`src/rtl/intr_svc_master.sv`:
```
// Processor-side agent for intr_ctrl: programs per-peripheral priorities over the
// APB-style write port, then services interrupts with a fixed latency and one-hot clear.
module intr_svc_master #(
    parameter int NUM_INTR   = 16,
    parameter int SVC_CYCLES = 2
) (
    input  logic                  pclk_i,
    input  logic                  prst_i,
    input  logic                  start_i,
    input  logic [4*NUM_INTR-1:0] prio_map_i,
    output logic [7:0]            paddr_o,
    output logic [7:0]            pwdata_o,
    output logic                  pwrite_o,
    output logic                  penable_o,
    input  logic                  pready_i,
    input  logic                  intr_valid_i,
    input  logic [3:0]            intr_to_service_i,
    output logic                  intr_serviced_o,
    output logic [NUM_INTR-1:0]   intr_clear_o,
    output logic                  cfg_done_o,
    output logic                  busy_o,
    output logic [15:0]           svc_count_o
);

    typedef enum logic [2:0] {
        IDLE, WR, WR_GAP, SVC_WAIT, SVC_BUSY, SVC_ACK, SVC_COOL
    } state_t;

    localparam int              CNTW     = (SVC_CYCLES > 1) ? $clog2(SVC_CYCLES) : 1;
    localparam logic [3:0]      IDX_LAST = 4'(NUM_INTR - 1);
    localparam logic [CNTW-1:0] CNT_LOAD = CNTW'(SVC_CYCLES - 1);

    state_t              r_state, w_state_nxt;
    logic [3:0]          r_idx, w_idx_nxt;
    logic [CNTW-1:0]     r_cnt, w_cnt_nxt;
    logic [3:0]          r_svc_id, w_svc_id_nxt;
    logic                r_cfg_done, w_cfg_done_nxt;
    logic                w_ack;
    logic [3:0]          w_prio;
    logic [NUM_INTR-1:0] w_clear;

    logic [7:0]          r_paddr, r_pwdata;
    logic                r_pwrite, r_penable, r_serviced, r_busy;
    logic [NUM_INTR-1:0] r_clear;
    logic [15:0]         r_svc_count;

    always_comb begin
        w_state_nxt    = r_state;
        w_idx_nxt      = r_idx;
        w_cnt_nxt      = r_cnt;
        w_svc_id_nxt   = r_svc_id;
        w_cfg_done_nxt = r_cfg_done;
        w_ack          = 1'b0;
        case (r_state)
            IDLE: begin
                if (start_i) begin
                    w_state_nxt    = WR;
                    w_idx_nxt      = '0;
                    w_cfg_done_nxt = 1'b0;
                end
            end
            WR: begin
                if (pready_i) w_state_nxt = WR_GAP;
            end
            WR_GAP: begin
                if (r_idx == IDX_LAST) begin
                    w_cfg_done_nxt = 1'b1;
                    w_state_nxt    = SVC_WAIT;
                end else begin
                    w_idx_nxt   = r_idx + 4'd1;
                    w_state_nxt = WR;
                end
            end
            SVC_WAIT: begin
                // A pending interrupt takes priority over a reprogramming request
                if (intr_valid_i) begin
                    w_svc_id_nxt = intr_to_service_i;
                    w_cnt_nxt    = CNT_LOAD;
                    w_state_nxt  = SVC_BUSY;
                end else if (start_i) begin
                    w_cfg_done_nxt = 1'b0;
                    w_idx_nxt      = '0;
                    w_state_nxt    = WR;
                end
            end
            SVC_BUSY: begin
                if (r_cnt == '0) w_state_nxt = SVC_ACK;
                else             w_cnt_nxt   = r_cnt - 1'b1;
            end
            SVC_ACK: begin
                w_ack       = 1'b1;
                w_state_nxt = SVC_COOL;
            end
            SVC_COOL: w_state_nxt = SVC_WAIT;
            default:  w_state_nxt = IDLE;
        endcase
    end

    // Priority nibble for the slot about to be driven; ids beyond NUM_INTR clear nothing
    always_comb begin
        w_prio  = '0;
        w_clear = '0;
        for (int unsigned k = 0; k < NUM_INTR; k++) begin
            if (w_idx_nxt == k[3:0]) w_prio = prio_map_i[4*k +: 4];
            w_clear[k] = w_ack && (r_svc_id == k[3:0]);
        end
    end

    always_ff @(posedge pclk_i) begin
        if (prst_i) begin
            r_state     <= IDLE;
            r_idx       <= '0;
            r_cnt       <= '0;
            r_svc_id    <= '0;
            r_cfg_done  <= 1'b0;
            r_paddr     <= '0;
            r_pwdata    <= '0;
            r_pwrite    <= 1'b0;
            r_penable   <= 1'b0;
            r_serviced  <= 1'b0;
            r_clear     <= '0;
            r_busy      <= 1'b0;
            r_svc_count <= '0;
        end else begin
            r_state    <= w_state_nxt;
            r_idx      <= w_idx_nxt;
            r_cnt      <= w_cnt_nxt;
            r_svc_id   <= w_svc_id_nxt;
            r_cfg_done <= w_cfg_done_nxt;
            r_pwrite   <= (w_state_nxt == WR);
            r_penable  <= (w_state_nxt == WR);
            r_paddr    <= (w_state_nxt == WR) ? {4'b0, w_idx_nxt} : '0;
            r_pwdata   <= (w_state_nxt == WR) ? {4'b0, w_prio} : '0;
            r_serviced <= w_ack;
            r_clear    <= w_clear;
            r_busy     <= !((w_state_nxt == IDLE) || (w_state_nxt == SVC_WAIT));
            if (w_ack && (r_svc_count != '1)) r_svc_count <= r_svc_count + 16'd1;
        end
    end

    assign paddr_o         = r_paddr;
    assign pwdata_o        = r_pwdata;
    assign pwrite_o        = r_pwrite;
    assign penable_o       = r_penable;
    assign intr_serviced_o = r_serviced;
    assign intr_clear_o    = r_clear;
    assign cfg_done_o      = r_cfg_done;
    assign busy_o          = r_busy;
    assign svc_count_o     = r_svc_count;

endmodule

```
`config.mk`:
```
export PLATFORM = sky130hd
export DESIGN_NAME = intr_svc_master
export DESIGN_NICKNAME = d
export VERILOG_FILES = /design/src/rtl/intr_svc_master.sv
export SDC_FILE = /design/constraint.sdc
export NUM_CORES = 1
export LEC_CHECK = 0
export ABC_AREA = 1
export ABC_CLOCK_PERIOD_IN_PS = 2100
export BUFFER_PORTS_ARGS = -buffer_cell sky130_fd_sc_hd__buf_2
export CORE_MARGIN = 2
export CORE_UTILIZATION = 43
export CTS_CLUSTER_SIZE = 25
export DETAILED_ROUTE_END_ITERATION = 12
export PLACE_DENSITY = 0.77
export SLEW_MARGIN = 40
export SYNTH_ARGS = -nofsm -noshare
export SYNTH_HDL_FRONTEND = slang
export SYNTH_SLANG_ARGS = --single-unit
```
`constraint.sdc`:
```
create_clock -name pclk_i -period 2.1 [get_ports pclk_i]
set_clock_uncertainty 0.05 [all_clocks]
set_input_delay 0.105 -clock pclk_i [delete_from_list [all_inputs] [get_ports pclk_i]]
set_output_delay 0.105 -clock pclk_i [all_outputs]
set_load 0.005 [all_outputs]
```
== Word level (Yosys, flattened, before mapping) ==
Index checks and enable logic that the tools add are counted.

* Word-level logic and storage cells: 124
* Memories: 0
* Output and inout port bits: 53
* Register bits after elaboration: 64
* RAM bits: 0
* Input port bits: 73
* Latch bits: 0
* Memory bits (read-only): 0

* Div/mod/pow operators: 0
* Equal/unequal tests: 43
* Muxes and demuxes: 34
* Bitwise gates (word level): 1
* $mul: 0
* $lt $le $gt $ge: 0
* Shift-type cells: 0
* Reduce and logical (&&, ||, !) cells: 29
* Add/subtract/negate cells: 3

{| class="wikitable"
|+ Operators with widths
! kind !! number
|-
| 4-bit 2-to-1 mux || 19
|-
| 4-bit == test, second input constant || 17
|-
| 4-bit by 3-bit == test with 1-bit output, second input constant || 8
|-
| 3-bit one-hot mux with 7 select lines || 1
|-
| 1-bit logical AND || 17
|-
| 16-bit by 1-bit adder with 16-bit output, second input constant || 1
|-
| 4-bit by 2-bit == test with 1-bit output, second input constant || 4
|-
| 16-bit != test, second input constant || 1
|-
| 3-bit 2-to-1 mux || 4
|-
| 4-bit one-hot mux with 3 select lines || 1
|-
| 3-bit by 2-bit == test with 1-bit output, second input constant || 3
|-
| 3-bit == test, second input constant || 3
|-
| 4-bit by 1-bit == test with 1-bit output, second input constant || 2
|-
| 4-bit zero test || 2
|-
| 3-bit by 1-bit == test with 1-bit output, second input constant || 2
|-
| 3-bit zero test || 2
|-
| 1-bit 2-to-1 mux || 6
|-
| 2-bit != test, second input constant || 3
|-
| 4-bit by 1-bit adder with 4-bit output, second input constant || 1
|-
| 2-bit AND reduction || 2
|-
| 1-bit one-hot mux with 3 select lines || 1
|-
| 3-bit AND reduction || 1
|-
| 3-bit nonzero test || 1
|-
| 2-bit 2-to-1 mux || 1
|-
| other kinds (7) || 7
|}

== Depth between registers and ports, before layout ==
* Depth after elaboration: 20
* Mapped depth: 19
* Mapped depth without buffers: 17

== Worst setup path after synthesis ==
No wires, ideal clock.

* Kind: register to register
* From: register r_idx[0]
* To: register r_pwdata[0], in the netlist pwdata_o[0]
* Setup slack: 0.038 ns
* Library setup time: 0.109 ns
* Required time: 1.941 ns
* Clock period less this slack: 2.062 ns
* Path buffers: 1
* Data arrival time: 1.903 ns
* Stages on the path, launching flop included: 18
* Cells stage by stage: dfxtp_1 ha_1 nand3_1 nand2_1 nand3_1 nand4_1 buf_4 nor2_1 nand3_1 nand3_1 nor2_1 nand4_1 nand2_1 nand4_1 nor2_1 nand4_1 nand2_1 inv_1

* Cells in the longest elaborated chain, start to end: 20
* Elaborated cells on any way between the ends: 43
* Classes of those cells: add/sub: 1; eq/ne: 17; mux: 22; bitwise: 1; reduce/logical: 2

{| class="wikitable"
|+ RTL lines
! what !! line !! RTL
|-
| start: declaration || 34 || <nowiki>logic [3:0] r_idx, w_idx_nxt;</nowiki>
|-
| start signal: assignment || 126 || <nowiki>r_idx <= w_idx_nxt;</nowiki>
|-
| 4-bit by 1-bit adder with 4-bit output, or another cell as far along || 70 || <nowiki>w_idx_nxt = r_idx + 4'd1;</nowiki>
|-
| 4-bit 2-to-1 mux, on equally long branches || 66, 76 ||
|-
| 4-bit one-hot mux with 3 select lines || 54 || <nowiki>case (r_state)</nowiki>
|-
| 4-bit zero test || 104 || <nowiki>if (w_idx_nxt == k[3:0]) w_prio = prio_map_i[4*k +: 4];</nowiki>
|-
| 4-bit 2-to-1 mux (16 in series) || 104 ||
|-
| end signal: assignment || 133 || <nowiki>r_pwdata <= (w_state_nxt == WR) ? {4'b0, w_prio} : '0;</nowiki>
|-
| end: declaration || 42 || <nowiki>logic [7:0] r_paddr, r_pwdata;</nowiki>
|}

Parallel ways exist; a longest one is shown, timed or not.
A chain may end at the register's enable or synchronous reset.

== Worst setup path after layout ==
* From: register r_idx[1]
* To: register r_pwdata[1], in the netlist pwdata_o[1]

The elaborated chain is that of the path after synthesis.

==> metrics.txt <==
Crit path top cell by count sky130_fd_sc_hd__nand4_1; violated checks setup timing; remaining global-route overflow 0; Max H-tree Level 2; Area growth syn-to-layout 46.1%; number of stages on the worst hold path 3; clock root buffer master sky130_fd_sc_hd__clkbuf_8; # DRC 0; clock slew seen by the registers of the worst setup and hold paths around 0.1 ns; Static Leakage 2.14 nW; core utilization of the finished layout 0.642; detailed-router iteration count before antenna repair 5; number of clock sinks 56; sequential fraction of the synthesis area 0.377; largest net degree at the start of global routing 18; Net Sw Frac 0.235; die boundary width 87.1 um; wire length of the first global-routing pass 12300 um; antenna violations before repair 0; number of logic stages on the critical path including buffering 17; final count of hold timing violations 0; Comb pwr share 0.128; final weighted congestion of routability-driven global placement approximately 0.96; Setup Crit Path Kind reg2reg; unrepaired setup endpoints after global routing yes; Cell Area, Synth 0.00297 mm^2; Max Root-Sink Buffers 2; number of placement rows 30; post-route standard cell area excluding fillers roughly 0.0043 mm^2; synthesized area per cell between 6 and 7 um^2; hold crit path type in2reg; number of cell instances on the worst register-to-register path 17; min cycle time layout 2.28 ns; cell count after synthesis 434; number of buffers and inverters on the critical path 2; Yosys warning count 0; full die area 0.00759 mm^2; antenna cells 0; Crit. End Element register; type of element launching the critical path register; routed via count divided by cell count 4.96; Routed Antenna Nets 0; FF+latch count, synth between 50 and 60; power density cells roughly 480 mW/mm^2; IR Drop Worst-Case VDD approximately 0.00025 V; number of global-route vias before repair 2925; endpoints failing setup 4; number of buffers created by CTS 5; count of port buffers added during placement 117; core footprint roughly 0.0068 mm^2; starting density of the core 0.440; CP Data Required Time 2.28 ns; Post-Place Worst Slack -0.158 ns; worst reg2reg path startpoint r_idx[1]; per-cell routed wire length between 10 and 15 um; floorplan die height 87.1 um; part of the power in the clock network 0.351; Max Cap Viol 0; final total power 2.09 mW; fraction of layout instances using a drive strength above 1 0.413; Post-Place Cell Area 0.00388 mm^2; outcome finished with violations; worst path cell trace ha_4, nand3_4, nand2_2, nand3_2, nand4_1, buf_6, nor2_4, nand3_2, nand3_2, nor2_1, nand4_1, nand2_1, nand4_1, nor2_1, nand4_1, nand2_1, inv_1; total length of routed wires ~8400 um; hold wc startpoint intr_to_service_i[1]; Worst EP arrival 2.45 ns; TritonCTS clock tree done; Final Max Slew Viols 0; clock latency of the later-clocked register in the worst-skew pair 0.31 ns; launching instance or port of the critical path r_idx[1]; Tcrit/Tclk final 1.08; design internal power 1.60 mW; switching power 0.491 mW; layout net count 679; Top Family by Delay on Critical Path simple AND/OR/NAND/NOR gates; Netlist cell types 36; Max Fclk 439 MHz; via count 3401; Final HPWL DP around 6400 um; proportion of power drawn by flip-flops and latches 0.521; initial drt markers 109; crit-path max cell delay 0.37 ns; io pins approximately 130; worst hold margin between 0.02 and 0.025 ns; critical path's slowest cell sky130_fd_sc_hd__dfxtp_2; maximum fanout along the worst path 7; overall track demand over capacity in global routing 0.201; Worst Slack Setup Final -0.178 ns
[worst min-delay path: stages]
cell,delay [ns]
sky130_fd_sc_hd__buf_2,0.07
sky130_fd_sc_hd__o21ai_0,0.07
sky130_fd_sc_hd__a21oi_1,0.10
[placed cells by master, fill, tap and decap left out, types with 6 or more instances in the layout]
cell type / netlist / layout
sky130_fd_sc_hd__a21oi_1: 25 / 25
sky130_fd_sc_hd__buf_2: 1 / 117
sky130_fd_sc_hd__buf_4: 11 / 49
sky130_fd_sc_hd__clkbuf_8: 0 / 6
sky130_fd_sc_hd__conb_1: 1 / 8
sky130_fd_sc_hd__dfxtp_1: 56 / 48
sky130_fd_sc_hd__dfxtp_2: 0 / 6
sky130_fd_sc_hd__inv_1: 53 / 51
sky130_fd_sc_hd__inv_2: 5 / 6
sky130_fd_sc_hd__nand2_1: 84 / 79
sky130_fd_sc_hd__nand2_2: 6 / 10
sky130_fd_sc_hd__nand3_1: 31 / 21
sky130_fd_sc_hd__nand3_2: 1 / 9
sky130_fd_sc_hd__nand4_1: 21 / 21
sky130_fd_sc_hd__nor2_1: 74 / 66
sky130_fd_sc_hd__nor2_2: 2 / 8
sky130_fd_sc_hd__nor2_4: 5 / 8
sky130_fd_sc_hd__nor3_1: 10 / 9
sky130_fd_sc_hd__o21ai_0: 12 / 11
[area by class of cell]
| type | count | area, um^2 |
|---|---|---|
| Multi-Input combinational cell | 311 | 1740 |
| Sequential cell | 56 | 1140 |
| Inverter | 59 | 226 |
| Tap cell | 80 | 100 |
| Timing Repair Buffer | 171 | 1020 |
| Clock inverter | 2 | 38.8 |
| Fill cell | 609 | 2420 |
| Clock buffer | 6 | 82.6 |
[power groups by stage]
| stage | clock (mW) | combinational, mW | sequential (mW) |
|---|---|---|---|
| floorplan | 0 | 0.123 | 1.11 |
| finish | 0.733 | 0.266 | 1.09 |
| detailed placement | 0 | 0.237 | 1.11 |
| CTS | 0.754 | 0.250 | 1.09 |
| global route | 0.796 | 0.296 | 1.09 |
| global placement | 0 | 0.234 | 1.11 |
[stage by stage]
step	TNS (ns)	std cells
after floorplan	0	441
after global placement	-0.173	663
after detailed placement	-0.575	663
after CTS	-0.0770	677
after global routing	-1.40	685
final	-0.514	685
[logic make-up (layout without fill, tap and decap cells)]
| kind of cell | count (synthesis) | in the layout | synth area share |
|---|---|---|---|
| buffers and inverters | 75 | 238 | 0.112 |
| flip-flops | 56 | 56 | 0.377 |
| XOR/XNOR | 2 | 2 | 0.00590 |
| AND/OR/NAND/NOR | 251 | 252 | 0.405 |
| adder cells (fa/ha/maj) | 2 | 2 | 0.00842 |
| AO/OA/AOI/OAI | 47 | 47 | 0.0897 |
| other | 1 | 8 | 0.00126 |
[cells in the mapped netlist]
library cell                count  area share
sky130_fd_sc_hd__nor3b_1        3      0.0076
sky130_fd_sc_hd__nor3_2         4       0.013
sky130_fd_sc_hd__o211ai_1       1      0.0025
sky130_fd_sc_hd__nor3_1        10       0.017
sky130_fd_sc_hd__nand3b_2       1      0.0038
sky130_fd_sc_hd__nand2_4        2      0.0076
sky130_fd_sc_hd__o2111ai_1      4       0.012
sky130_fd_sc_hd__buf_2          1      0.0017
sky130_fd_sc_hd__or3_1          1      0.0021
sky130_fd_sc_hd__conb_1         1      0.0013
sky130_fd_sc_hd__buf_4         11       0.028
sky130_fd_sc_hd__nor2_2         2      0.0042
sky130_fd_sc_hd__nor2_1        74       0.094
sky130_fd_sc_hd__inv_2          5      0.0063
sky130_fd_sc_hd__nand3_1       31       0.052
sky130_fd_sc_hd__o21ai_0       12       0.020
sky130_fd_sc_hd__a21oi_1       25       0.042
sky130_fd_sc_hd__clkbuf_1       3      0.0038
sky130_fd_sc_hd__nor4_2         1      0.0042
sky130_fd_sc_hd__buf_6          1      0.0038
sky130_fd_sc_hd__nand4_1       21       0.044
sky130_fd_sc_hd__nor4_1         3      0.0063
sky130_fd_sc_hd__o41ai_1        1      0.0029
sky130_fd_sc_hd__or2_2          1      0.0021
sky130_fd_sc_hd__dfxtp_1       56        0.38
sky130_fd_sc_hd__nand3_2        1      0.0034
sky130_fd_sc_hd__ha_1           2      0.0084
sky130_fd_sc_hd__o21a_1         2      0.0051
sky130_fd_sc_hd__nor2_4         5       0.019
sky130_fd_sc_hd__xor2_1         2      0.0059
sky130_fd_sc_hd__inv_1         53       0.067
sky130_fd_sc_hd__inv_4          1      0.0021
sky130_fd_sc_hd__a211oi_1       2      0.0051
sky130_fd_sc_hd__nand2_2        6       0.013
sky130_fd_sc_hd__nand2_1       84        0.11
sky130_fd_sc_hd__nor3_4         1      0.0055
[registers in the layout (all words and copies together), names as in the netlist]
register         cells
intr_clear_o        16
pwdata_o             4
intr_serviced_o      1
svc_count_o         16
r_state              3
busy_o               1
paddr_o              4
r_idx                4
penable_o            1
r_svc_id             4
r_cnt                1
cfg_done_o           1
[worst paths after layout]
kind,end,slack [ns]
worst max-delay path,pwdata_o[1],-0.18
worst min-delay path,r_svc_id[1],0.02
worst max register to register,pwdata_o[1],-0.18
worst min register to register,r_cnt,0.43
[per-layer routing]
metal  GRT usage  wire length [um]  vias to the layer above
met1       0.240              3530                     1544
met5           0                 0                        -
met4      0.0531               137                        0
li1            -                 -                     1736
met2       0.364              4350                      105
met3      0.0445               367                       16
[timing repair]
action / in CTS / in global routing
endpoints found under the setup margin: 6 / 13
gates cloned: 1 / 0
pin swaps: 6 / 29
hold buffers: 1 / 0
gates resized for setup: 19 / 39
buffers inserted: 4 / 8
endpoints found under the hold margin: 1 / 0
Note: power is estimated with default switching activity, not from simulation.
